[config.mk]
export PLATFORM = sky130hd
export DESIGN_NAME = rom_fetch_ctrl
export DESIGN_NICKNAME = d
export VERILOG_FILES = /design/src/rtl/rom_fetch_ctrl.sv
export SDC_FILE = /design/constraint.sdc
export NUM_CORES = 1
export LEC_CHECK = 0
export CAP_MARGIN = 20
export CORE_MARGIN = 10
export CORE_UTILIZATION = 50
export CTS_CLUSTER_SIZE = 30
export DETAILED_ROUTE_END_ITERATION = 12
export GPL_TIMING_DRIVEN = 0
export HOLD_SLACK_MARGIN = 0.15
export PLACE_DENSITY = 0.82
export SYNTH_ARGS = -nofsm -noshare
export SYNTH_HDL_FRONTEND = slang
export SYNTH_SLANG_ARGS = --single-unit
[constraint.sdc]
create_clock -name clk -period 2.35 [get_ports clk]
set_clock_uncertainty 0.15 [all_clocks]
set_input_delay 0.47 -clock clk [delete_from_list [all_inputs] [get_ports clk]]
set_output_delay 0.47 -clock clk [all_outputs]
set_load 0.005 [all_outputs]
[src/rtl/rom_fetch_ctrl.sv]
// SPI flash word fetcher: sends READ_CMD, a 24-bit address and four dummy bytes
// through a byte engine, then assembles the last four received bytes big-endian.
module rom_fetch_ctrl #(
    parameter logic [7:0] READ_CMD = 8'h03,
    parameter int         CS_GAP   = 2
) (
    input  logic        clk,
    input  logic        rst,
    input  logic        req_valid,
    input  logic [23:0] req_addr,
    output logic        req_ready,
    output logic        rsp_valid,
    output logic [31:0] rsp_data,
    output logic [7:0]  tx_data,
    output logic        tx_valid,
    input  logic        tx_ready,
    input  logic        rx_valid,
    input  logic [7:0]  rx_data,
    output logic        cs_n
);

    typedef enum logic [2:0] {IDLE, GAP, SEND, WAIT_RX, DONE} state_t;

    localparam logic [3:0] GAP_INIT = 4'(CS_GAP);

    state_t      state_reg, state_next;
    logic [23:0] addr_reg, addr_next;
    logic [2:0]  idx_reg, idx_next;
    logic [3:0]  gap_reg, gap_next;
    logic [23:0] word_reg, word_next;
    logic [31:0] rsp_data_reg, rsp_data_next;
    logic [7:0]  tx_table [8];

    // Byte sent at each index: opcode, three address bytes, four dummy bytes.
    generate
        for (genvar gi = 0; gi < 8; gi++) begin : g_tx_table
            if (gi == 0) begin : g_cmd
                assign tx_table[gi] = READ_CMD;
            end else if (gi < 4) begin : g_addr
                assign tx_table[gi] = addr_reg[23-8*(gi-1) -: 8];
            end else begin : g_dummy
                assign tx_table[gi] = 8'h00;
            end
        end
    endgenerate

    always_ff @(posedge clk) begin
        if (rst) begin
            state_reg    <= IDLE;
            addr_reg     <= 24'h0;
            idx_reg      <= 3'd0;
            gap_reg      <= GAP_INIT;
            word_reg     <= 24'h0;
            rsp_data_reg <= 32'h0;
        end else begin
            state_reg    <= state_next;
            addr_reg     <= addr_next;
            idx_reg      <= idx_next;
            gap_reg      <= gap_next;
            word_reg     <= word_next;
            rsp_data_reg <= rsp_data_next;
        end
    end

    always_comb begin
        state_next    = state_reg;
        addr_next     = addr_reg;
        idx_next      = idx_reg;
        gap_next      = gap_reg;
        word_next     = word_reg;
        rsp_data_next = rsp_data_reg;
        case (state_reg)
            IDLE: begin
                // The counter is also loaded by reset, so the flash sees cs_n high first.
                if (gap_reg != 4'd0) begin
                    gap_next = gap_reg - 4'd1;
                end else if (req_valid) begin
                    addr_next  = req_addr;
                    idx_next   = 3'd0;
                    state_next = SEND;
                end
            end
            SEND: begin
                if (tx_ready) state_next = WAIT_RX;
            end
            WAIT_RX: begin
                if (rx_valid) begin
                    if (idx_reg[2]) word_next = {word_reg[15:0], rx_data};
                    if (idx_reg == 3'd7) begin
                        rsp_data_next = {word_reg, rx_data};
                        state_next    = DONE;
                    end else begin
                        idx_next   = idx_reg + 3'd1;
                        state_next = SEND;
                    end
                end
            end
            DONE: begin
                // DONE is the first deselect cycle of the gap.
                gap_next   = 4'd0;
                state_next = IDLE;
                if (GAP_INIT > 4'd1) begin
                    gap_next   = GAP_INIT - 4'd1;
                    state_next = GAP;
                end
            end
            GAP: begin
                if (gap_reg <= 4'd1) begin
                    gap_next   = 4'd0;
                    state_next = IDLE;
                end else begin
                    gap_next = gap_reg - 4'd1;
                end
            end
            default: state_next = IDLE;
        endcase
    end

    always_comb begin
        req_ready = (state_reg == IDLE) && (gap_reg == 4'd0);
        tx_valid  = (state_reg == SEND);
        tx_data   = (state_reg == SEND) ? tx_table[idx_reg] : 8'h00;
        cs_n      = !((state_reg == SEND) || (state_reg == WAIT_RX));
        rsp_valid = (state_reg == DONE);
        rsp_data  = rsp_data_reg;
    end

endmodule

* Yosys cells after proc, flatten, opt, wreduce, memory -nomap -nowiden
Index checks and enable logic that the tools add are counted.
Operators by class: add/subtract/negate cells 2, order comparisons 2, equal/unequal tests 12, muxes and demuxes 19, bitwise logic cells 2, reduce and logical (&&, ||, !) cells 14
Operators by type and width (number):
- two-way mux 3 bit | 10
- binary-select mux 8 bit (select 3 bit) | 1
- two-way mux 8 bit | 3
- case mux 3 bit (5 select lines) | 1
- inequality test 2 bit (second input constant) | 6
- case mux 4 bit (3 select lines) | 1
- AND reduction 5 bit | 2
- AND reduction 3 bit | 3
- two-way mux 4 bit | 2
- equality test 3 x 2 -> 1 bit (second input constant) | 2
- equality test 3 bit (second input constant) | 2
- case mux 3 bit (2 select lines) | 1
- >= comparator 4 bit (second input constant) | 1
- <= comparator 4 x 1 -> 1 bit (second input constant) | 1
- logical NOT 4 bit | 1
- NOT 3 -> 4 bit | 1
- nonzero test 4 bit | 1
- subtractor 4 x 1 -> 4 bit (second input constant) | 1
- adder 3 x 1 -> 3 bit (second input constant) | 1
- equality test 3 x 1 -> 1 bit (second input constant) | 1
- logical NOT 3 bit | 1
- nonzero test 3 bit | 1
- inequality test 2 x 1 -> 1 bit (second input constant) | 1
- AND reduction 2 bit | 1
- other kinds (5) | 5
Storage, ports and cells: bits in registers 90, output and inout bits 44

* Depth between registers and ports, before layout
depth in word-level cells 5, mapped depth 8

* Least setup slack after synthesis
No wires, ideal clock.
kind register to output, start point register state_reg[1], end point output port tx_data[0], data arrival time 1.238 ns, path slack 0.492 ns, stages on the path, launching flop included 6, cell sequence dfxtp_1 -> buf_4 -> nand2b_1 -> or3_1 -> clkbuf_1 -> a221oi_1
On the way: word-level cells in the longest chain between the ends 2
RTL lines:
- start: declaration | line 26 | state_t state_reg, state_next;
- start signal: assignment | line 56 | state_reg <= state_next;
- equality test 3 x 2 -> 1 bit | line 122 | tx_data = (state_reg == SEND) ? tx_table[idx_reg] : 8'h00;
- two-way mux 8 bit | line 122
- end: declaration | line 14 | output logic [7:0] tx_data,
No other way between the ends.

* Worst setup path in the final report
start point register gap_reg[0], end point output port req_ready
On the way: word-level cells in the longest chain between the ends 2
RTL lines:
- start: declaration | line 29 | logic [3:0] gap_reg, gap_next;
- start signal: assignment | line 59 | gap_reg <= gap_next;
- logical NOT 4 bit | line 120 | req_ready = (state_reg == IDLE) && (gap_reg == 4'd0);
- logical AND 1 bit | line 120
- end: declaration | line 11 | output logic req_ready,
No other way between the ends.

==> results.ini <==
[sta]
max_freq_mhz=437.4
rsz0062_at_grt=no
hold_violations=0
slew_violations=0
setup_viol=0
post-route-period-util_pct=97.29
worst_pin_slew_ns=0.6861
max_slew_margin_pct=54.26
fin_crit_ns=2.286
whs_ns=0.3051
setup_ws_ns=0.06360

[logic_synthesis]
synth_ff_type=dfxtp_1
synthArstFlopShare_pct=0
synth.most_common_cell=nand2_1
synth_area_leader_cell=dfxtp_1
ys_seq_area_share_pct=47.60
synth_area_per_cell_um2=8.264
syn-cell-area_mm2=0.003785
synth_area_leaders=dfxtp_1 (48%), nand2_1 (14%), a21oi_1 (8.9%), a21oi_2 (4.6%), nand2_2 (3.3%)
synth.distinct_cells=42
syn_nets=500
yosysTopAreaCellShare_pct=47.60
yosys_warnings=0
ys_ff_latch=90
synth_edf_count=0
synth_common_cells=nand2_1 (144), dfxtp_1 (90), a21oi_1 (67)
synth_cells=458

[finish]
syn2layout_area_growth_pct=32.63
layout.nets=596
largest_reg_flops=32
antenna_cells=0
drive_gt1_share_pct=20.93
final_cells=658

[place]
hpwl_um=7268
place_congestion=0.8922
placed_cells=637
pre_cts_ws_ns=-0.2437
portBuffers=80

[power_and_ir_drop]
power_density_mw_per_mm2=720.0
p_leak_nw=1.786
finalPower_w=0.003614
max-vdd-ir-drop_uv=355.3

[floorplan]
die_area_mm2=0.01145
io_pins=81
rows=31
die_h_um=107.0
fp.dieW_um=107.0
start_util_pct=51.90
core_area_mm2=0.007292

[detailed_routing]
drc=0
first_iter_violations=148
wl_per_cell_um=14.97
vias=3444
drt-total-wl_um=9848
avgViaCountPerCell=5.234
drtAntennaViolNets=0
dr.pass1.iters=4

[cts]
cts_sinks=90
cts_tree=done
cts-buffers-inserted=9
clk_latency_ns=0.36
clk_pin_slew_worst_paths_ns=0.09
htreeDepth=3
clock-root-buffer=clkbuf_8
cts.path.max_buffers=2

[global_routing]
grt.total_usage_pct=16.84
grt_pass1_vias=3468
grt_pass1_wl_um=16020
grt_antenna_before_repair=0
overflow=0
grt_max_degree=17

[hold_path]
min_path_cells=2
hold_end=rsp_data[21]$_SDFFE_PP0P_
hold_start=rsp_data[21]$_SDFFE_PP0P_
worstHoldPathType=register to register

[critical_path]
cp_data_required_time_ns=1.73
crit_type=register to primary output
critPathLaunchType=register
reg2reg_depth=8
rrSetupSlack_ns=0.31
critPathMaxFanout=5
r2r-end=addr_reg[5]$_SDFFE_PP0P_
timing.rr.start=gap_reg[0]$_SDFFE_PP0P_
cp.arrival_ns=1.67
crit_path_end_kind=primary output

[status]
outcome=complete, no violations

[run]
max_cap_violations=0

==> power by group <==
part | total (W) | internal [W] | switching, W
Clock | 0.00121 | 0.000643 | 0.000571
Sequential | 0.00169 | 0.00161 | 0.0000830
Combinational | 0.000708 | 0.000353 | 0.000355
Total | 0.00361 | 0.00261 | 0.00101
==> layout make-up <==
cell class | count | area (um2)
buffer | 33 | 216.5
clock buffer | 10 | 137.6
clock inverter | 6 | 97.59
fill | 647 | 2272
inverter | 7 | 26.28
multi-input combinational | 327 | 1805
sequential | 90 | 1805
tap | 99 | 123.9
timing repair buffer | 86 | 807.0
==> placed cells by master, fill, tap and decap left out, types with 2 or more instances in the layout <==
cell / count
nand2_1: 144
dfxtp_1: 87
clkdlybuf4s50_1: 70
a21oi_1: 67
nand2_2: 20
a21oi_2: 20
buf_2: 18
clkbuf_1: 12
buf_4: 11
nor2_1: 10
clkbuf_8: 10
a22oi_1: 7
inv_1: 6
mux2_2: 6
buf_6: 4
nor2_2: 4
ha_1: 4
mux2i_1: 3
and3_1: 3
nand3_1: 3
o211ai_1: 3
nor3_1: 3
dfxtp_2: 3
a221oi_2: 2
and3b_1: 2
buf_12: 2
o21ai_0: 2
nand4_1: 2
bufinv_16: 2
clkinv_4: 2
==> what timing repair did <==
action                     in CTS  in global routing
pin swaps                       1                  2
hold buffers                    0                  0
gates resized for setup        57                  6
setup buffers                   5                  1
setup endpoints to repair      10                  5
==> critical path: stages, from the launching register on <==
cell     delay [ns]
dfxtp_2        0.35
inv_1          0.08
ha_2           0.17
or4b_4         0.47
nor3_2         0.11
buf_2          0.14
==> worst max-delay path by stage <==
stage	slack, ns	start	cells after the start	end
after floorplan	0.49	state_reg[1]$_SDFFE_PP0P_	5	tx_data[0]
after global placement	-0.21	state_reg[1]$_SDFFE_PP0P_	6	tx_data[1]
after detailed placement	-0.24	state_reg[1]$_SDFFE_PP0P_	6	tx_data[0]
after CTS	0.007	state_reg[1]$_SDFFE_PP0P_	5	tx_data[1]
after global routing	0.002	gap_reg[0]$_SDFFE_PP0P_	5	req_ready
final	0.06	gap_reg[0]$_SDFFE_PP0P_	5	req_ready
==> through the flow <==
stage | util [%] | instance area [um2] | setup TNS [ns]
4_1_cts | 68.70 | 5010 | 0
3_3_place_gp | 64.58 | 4710 | -1.099
3_5_place_dp | 64.58 | 4710 | -1.354
5_1_grt | 68.84 | 5020 | 0
2_1_floorplan | - | 3785 | 0
6_report | 68.84 | 5020 | 0
==> logic make-up (layout without fill, tap and decap cells) <==
| kind of cell | count (synthesis) | in the layout | share of synthesized area (%) |
|---|---|---|---|
| AO/OA/AOI/OAI | 107 | 107 | 17.52 |
| XOR/XNOR | 1 | 1 | 0.2314 |
| adder cells (fa/ha/maj) | 5 | 5 | 1.653 |
| buffers and inverters | 41 | 142 | 6.050 |
| flip-flops | 90 | 90 | 47.60 |
| multiplexers | 9 | 9 | 2.578 |
| AND/OR/NAND/NOR | 205 | 205 | 24.36 |
==> metal layers <==
| metal | global-route usage [%] | part of all wire, % | vias to the layer above |
|---|---|---|---|
| li1 | - | - | 1707 |
| met1 | 19.22 | 42 | 1614 |
| met2 | 28.75 | 49 | 103 |
| met3 | 4.790 | 6.1 | 20 |
| met4 | 7.253 | 2.3 | 0 |
| met5 | 0 | 0 | - |
No activity file was read; power rests on OpenSTA's default activity.
==> patch: new RTL, same settings <==
Take the reset off `word_reg` and load it in a clocked block of its own.
--- a/src/rtl/rom_fetch_ctrl.sv
+++ b/src/rtl/rom_fetch_ctrl.sv
@@ -50,16 +50,18 @@
             addr_reg     <= 24'h0;
             idx_reg      <= 3'd0;
             gap_reg      <= GAP_INIT;
-            word_reg     <= 24'h0;
             rsp_data_reg <= 32'h0;
         end else begin
             state_reg    <= state_next;
             addr_reg     <= addr_next;
             idx_reg      <= idx_next;
             gap_reg      <= gap_next;
-            word_reg     <= word_next;
             rsp_data_reg <= rsp_data_next;
         end
+    end
+
+    always_ff @(posedge clk) begin
+        word_reg <= word_next;
     end
 
     always_comb begin
Function: same outputs for any inputs over 10 cycles, from zero or initial values and one cycle with rst high; that may be too few to reach the edited logic, so the function may still have changed.
==> patch against the original RTL <==
  * Synthesized cell count is 18% lower
  * Power is 5.9% lower
  * Routed wire length is 2.0% lower
  * Setup slack worse by 0.059 ns
  * Worst hold slack better by 0.0042 ns
  * Design area is 3.8% lower
  * Non-clock buffer count is 1 lower
  * Sequential cell count stayed put
  * Area after synthesis is 6.8% lower
  * Die area is 5.5% lower
==> patch: results (changes against the original RTL) <==
INFO  metric dp_worst_setup_slack = -0.228 ns (+0.0158 ns)
INFO  metric fraction_of_final_layout_cells_sized_beyond_drive_strength_1 = 17.4% (-3.5 points)
INFO  metric synth_area_per_cell = 9.43 sq um (+14%)
INFO  metric worst_setup_path_startpoint = state_reg[0]$_SDFFE_PP0P_
INFO  metric global_route.usage.met1 = 19.5% (+0.25 points)
INFO  metric regToRegStartpoint = idx_reg[0]$_SDFFE_PP0P_
INFO  metric dp.cells = 549 (-14%)
INFO  metric arrival = 1.73 ns (+0.06 ns)
INFO  metric timing.final.hold_violations = 0 (unchanged)
INFO  metric gp_congestion = 0.836 (-6.3%)
INFO  metric synthToLayoutAreaGrowth = 36.8%
INFO  metric dr.first_iter.drc_count = 225 (+52%)
INFO  metric synth_top_cells_by_area = sky130_fd_sc_hd__dfxtp_1 (37%), sky130_fd_sc_hd__edfxtp_1 (20%), sky130_fd_sc_hd__nand2_1 (12%), sky130_fd_sc_hd__a21oi_1 (8.2%), sky130_fd_sc_hd__mux2_2 (1.9%)
INFO  metric grtUsageMet2 = 29.7% (+0.98 points)
INFO  metric irDropWorstVdd = 0.000399 V (+12%)
INFO  metric global_route_total_usage_across_every_layer = 17.0% (+0.15 points)
INFO  metric outcome = complete, no violations
INFO  metric synth-edff-count = 24 (+24)
INFO  metric slew_headroom = 61.0% (+6.7 points)
INFO  metric routed_via_density = 5.34 (+2.0%)
INFO  metric synthDistinctLibCells = 39 (-7.1%)
INFO  metric cellLeakagePower = 1.69 nW (-5.3%)
INFO  metric port_buffers = 79 (-1.3%)
INFO  metric critical_path.reg2reg.endpoint = rsp_data[31]$_SDFFE_PP0P_
INFO  metric syn_nets = 416 (-17%)
INFO  metric place_area = 4440 sq um (-5.7%)
INFO  metric synthTopCellsByCount = sky130_fd_sc_hd__nand2_1 (115), sky130_fd_sc_hd__dfxtp_1 (66), sky130_fd_sc_hd__a21oi_1 (58), sky130_fd_sc_hd__edfxtp_1 (24), sky130_fd_sc_hd__nor2_1 (15)
INFO  metric layout.nets = 519 (-13%)
INFO  metric fin_ws = 0.00441 ns (-0.0592 ns)
INFO  metric worstSetupEndpoint = tx_data[1]
INFO  metric worstRegToRegCells = 6 (-2)
INFO  metric wire_length_of_the_first_global_routing_pass = 15300 um (-4.5%)
INFO  metric routed-via-count = 3085 (-10%)
INFO  metric power_switching_share = 29.4% (+1.5 points)
## patch: cell types whose count changed in the layout (fill, tap and decap cells not counted), moves of 4 or more
cell / delta
sky130_fd_sc_hd__buf_2: -9
sky130_fd_sc_hd__a21oi_2: -18
sky130_fd_sc_hd__buf_8: +4
sky130_fd_sc_hd__nor2_1: +4
sky130_fd_sc_hd__a21oi_1: -9
sky130_fd_sc_hd__nor2_2: -4
sky130_fd_sc_hd__nand2_2: -19
sky130_fd_sc_hd__dfxtp_1: -27
sky130_fd_sc_hd__edfxtp_1: +24
sky130_fd_sc_hd__nand2_1: -30
## patch: worst max-delay path, stage by stage (launching register included)
cell and delay (ns):
sky130_fd_sc_hd__dfxtp_4 0.36, sky130_fd_sc_hd__buf_8 0.11, sky130_fd_sc_hd__or3_4 0.41, sky130_fd_sc_hd__buf_6 0.15, sky130_fd_sc_hd__a221oi_4 0.18, sky130_fd_sc_hd__buf_2 0.16
## patch: how the worst min path moves through the flow
stage / cells past startpoint / startpoint / slack (ns) / endpoint
floorplan: 0 / word_reg[2]$_DFFE_PP_ / 0.28 / word_reg[10]$_DFFE_PP_
global placement: 0 / word_reg[14]$_DFFE_PP_ / 0.28 / word_reg[22]$_DFFE_PP_
detailed placement: 0 / word_reg[3]$_DFFE_PP_ / 0.29 / word_reg[11]$_DFFE_PP_
CTS: 0 / word_reg[3]$_DFFE_PP_ / 0.31 / word_reg[11]$_DFFE_PP_
global route: 0 / word_reg[15]$_DFFE_PP_ / 0.32 / word_reg[23]$_DFFE_PP_
finish: 0 / word_reg[3]$_DFFE_PP_ / 0.31 / word_reg[11]$_DFFE_PP_
## patch: layer usage
layer,wire length [um],vias up,part of all wire (%)
li1,-,1478,-
met1,4010,1500,41
met2,5070,88,53
met3,411,19,4.3
met4,165,0,1.7
met5,0,-,0
## patch: what timing repair did
| item | CTS | global route |
|---|---|---|
| buffers inserted | 7 | 7 |
| hold buffers | 0 | 0 |
| endpoints found under the setup margin | 10 | 10 |
| gates resized for setup | 50 | 24 |
| pin swaps | 1 | 4 |
## patch: area by class of cell
type	instances	share of cell area, %
flip-flops and latches	90	42.6
multi-input cells	250	28.9
repair buffers	93	18.1
plain buffers	25	3.58
clock buffers	10	2.64
well taps	96	2.49
clock inverters	6	1.01
inverters	8	0.726
## patch: cells by family (layout without fill, tap and decap cells)
group	after synthesis	after routing	share of synthesized area [%]
simple gates	150	150	18.3
flops	90	90	57.9
compound gates	85	85	13.9
buf+inv	34	142	5.18
mux	9	9	2.77
fa+ha+maj	5	5	1.77
xor+xnor	1	1	0.248
## patch: power by group through the flow
stage	combinational, mW	sequential (mW)	clock [mW]
after floorplan	0.354	1.75	0
after global placement	0.528	1.76	0
after detailed placement	0.548	1.77	0
after CTS	0.590	1.74	0.981
after global routing	0.732	1.76	1.06
final	0.665	1.75	0.983
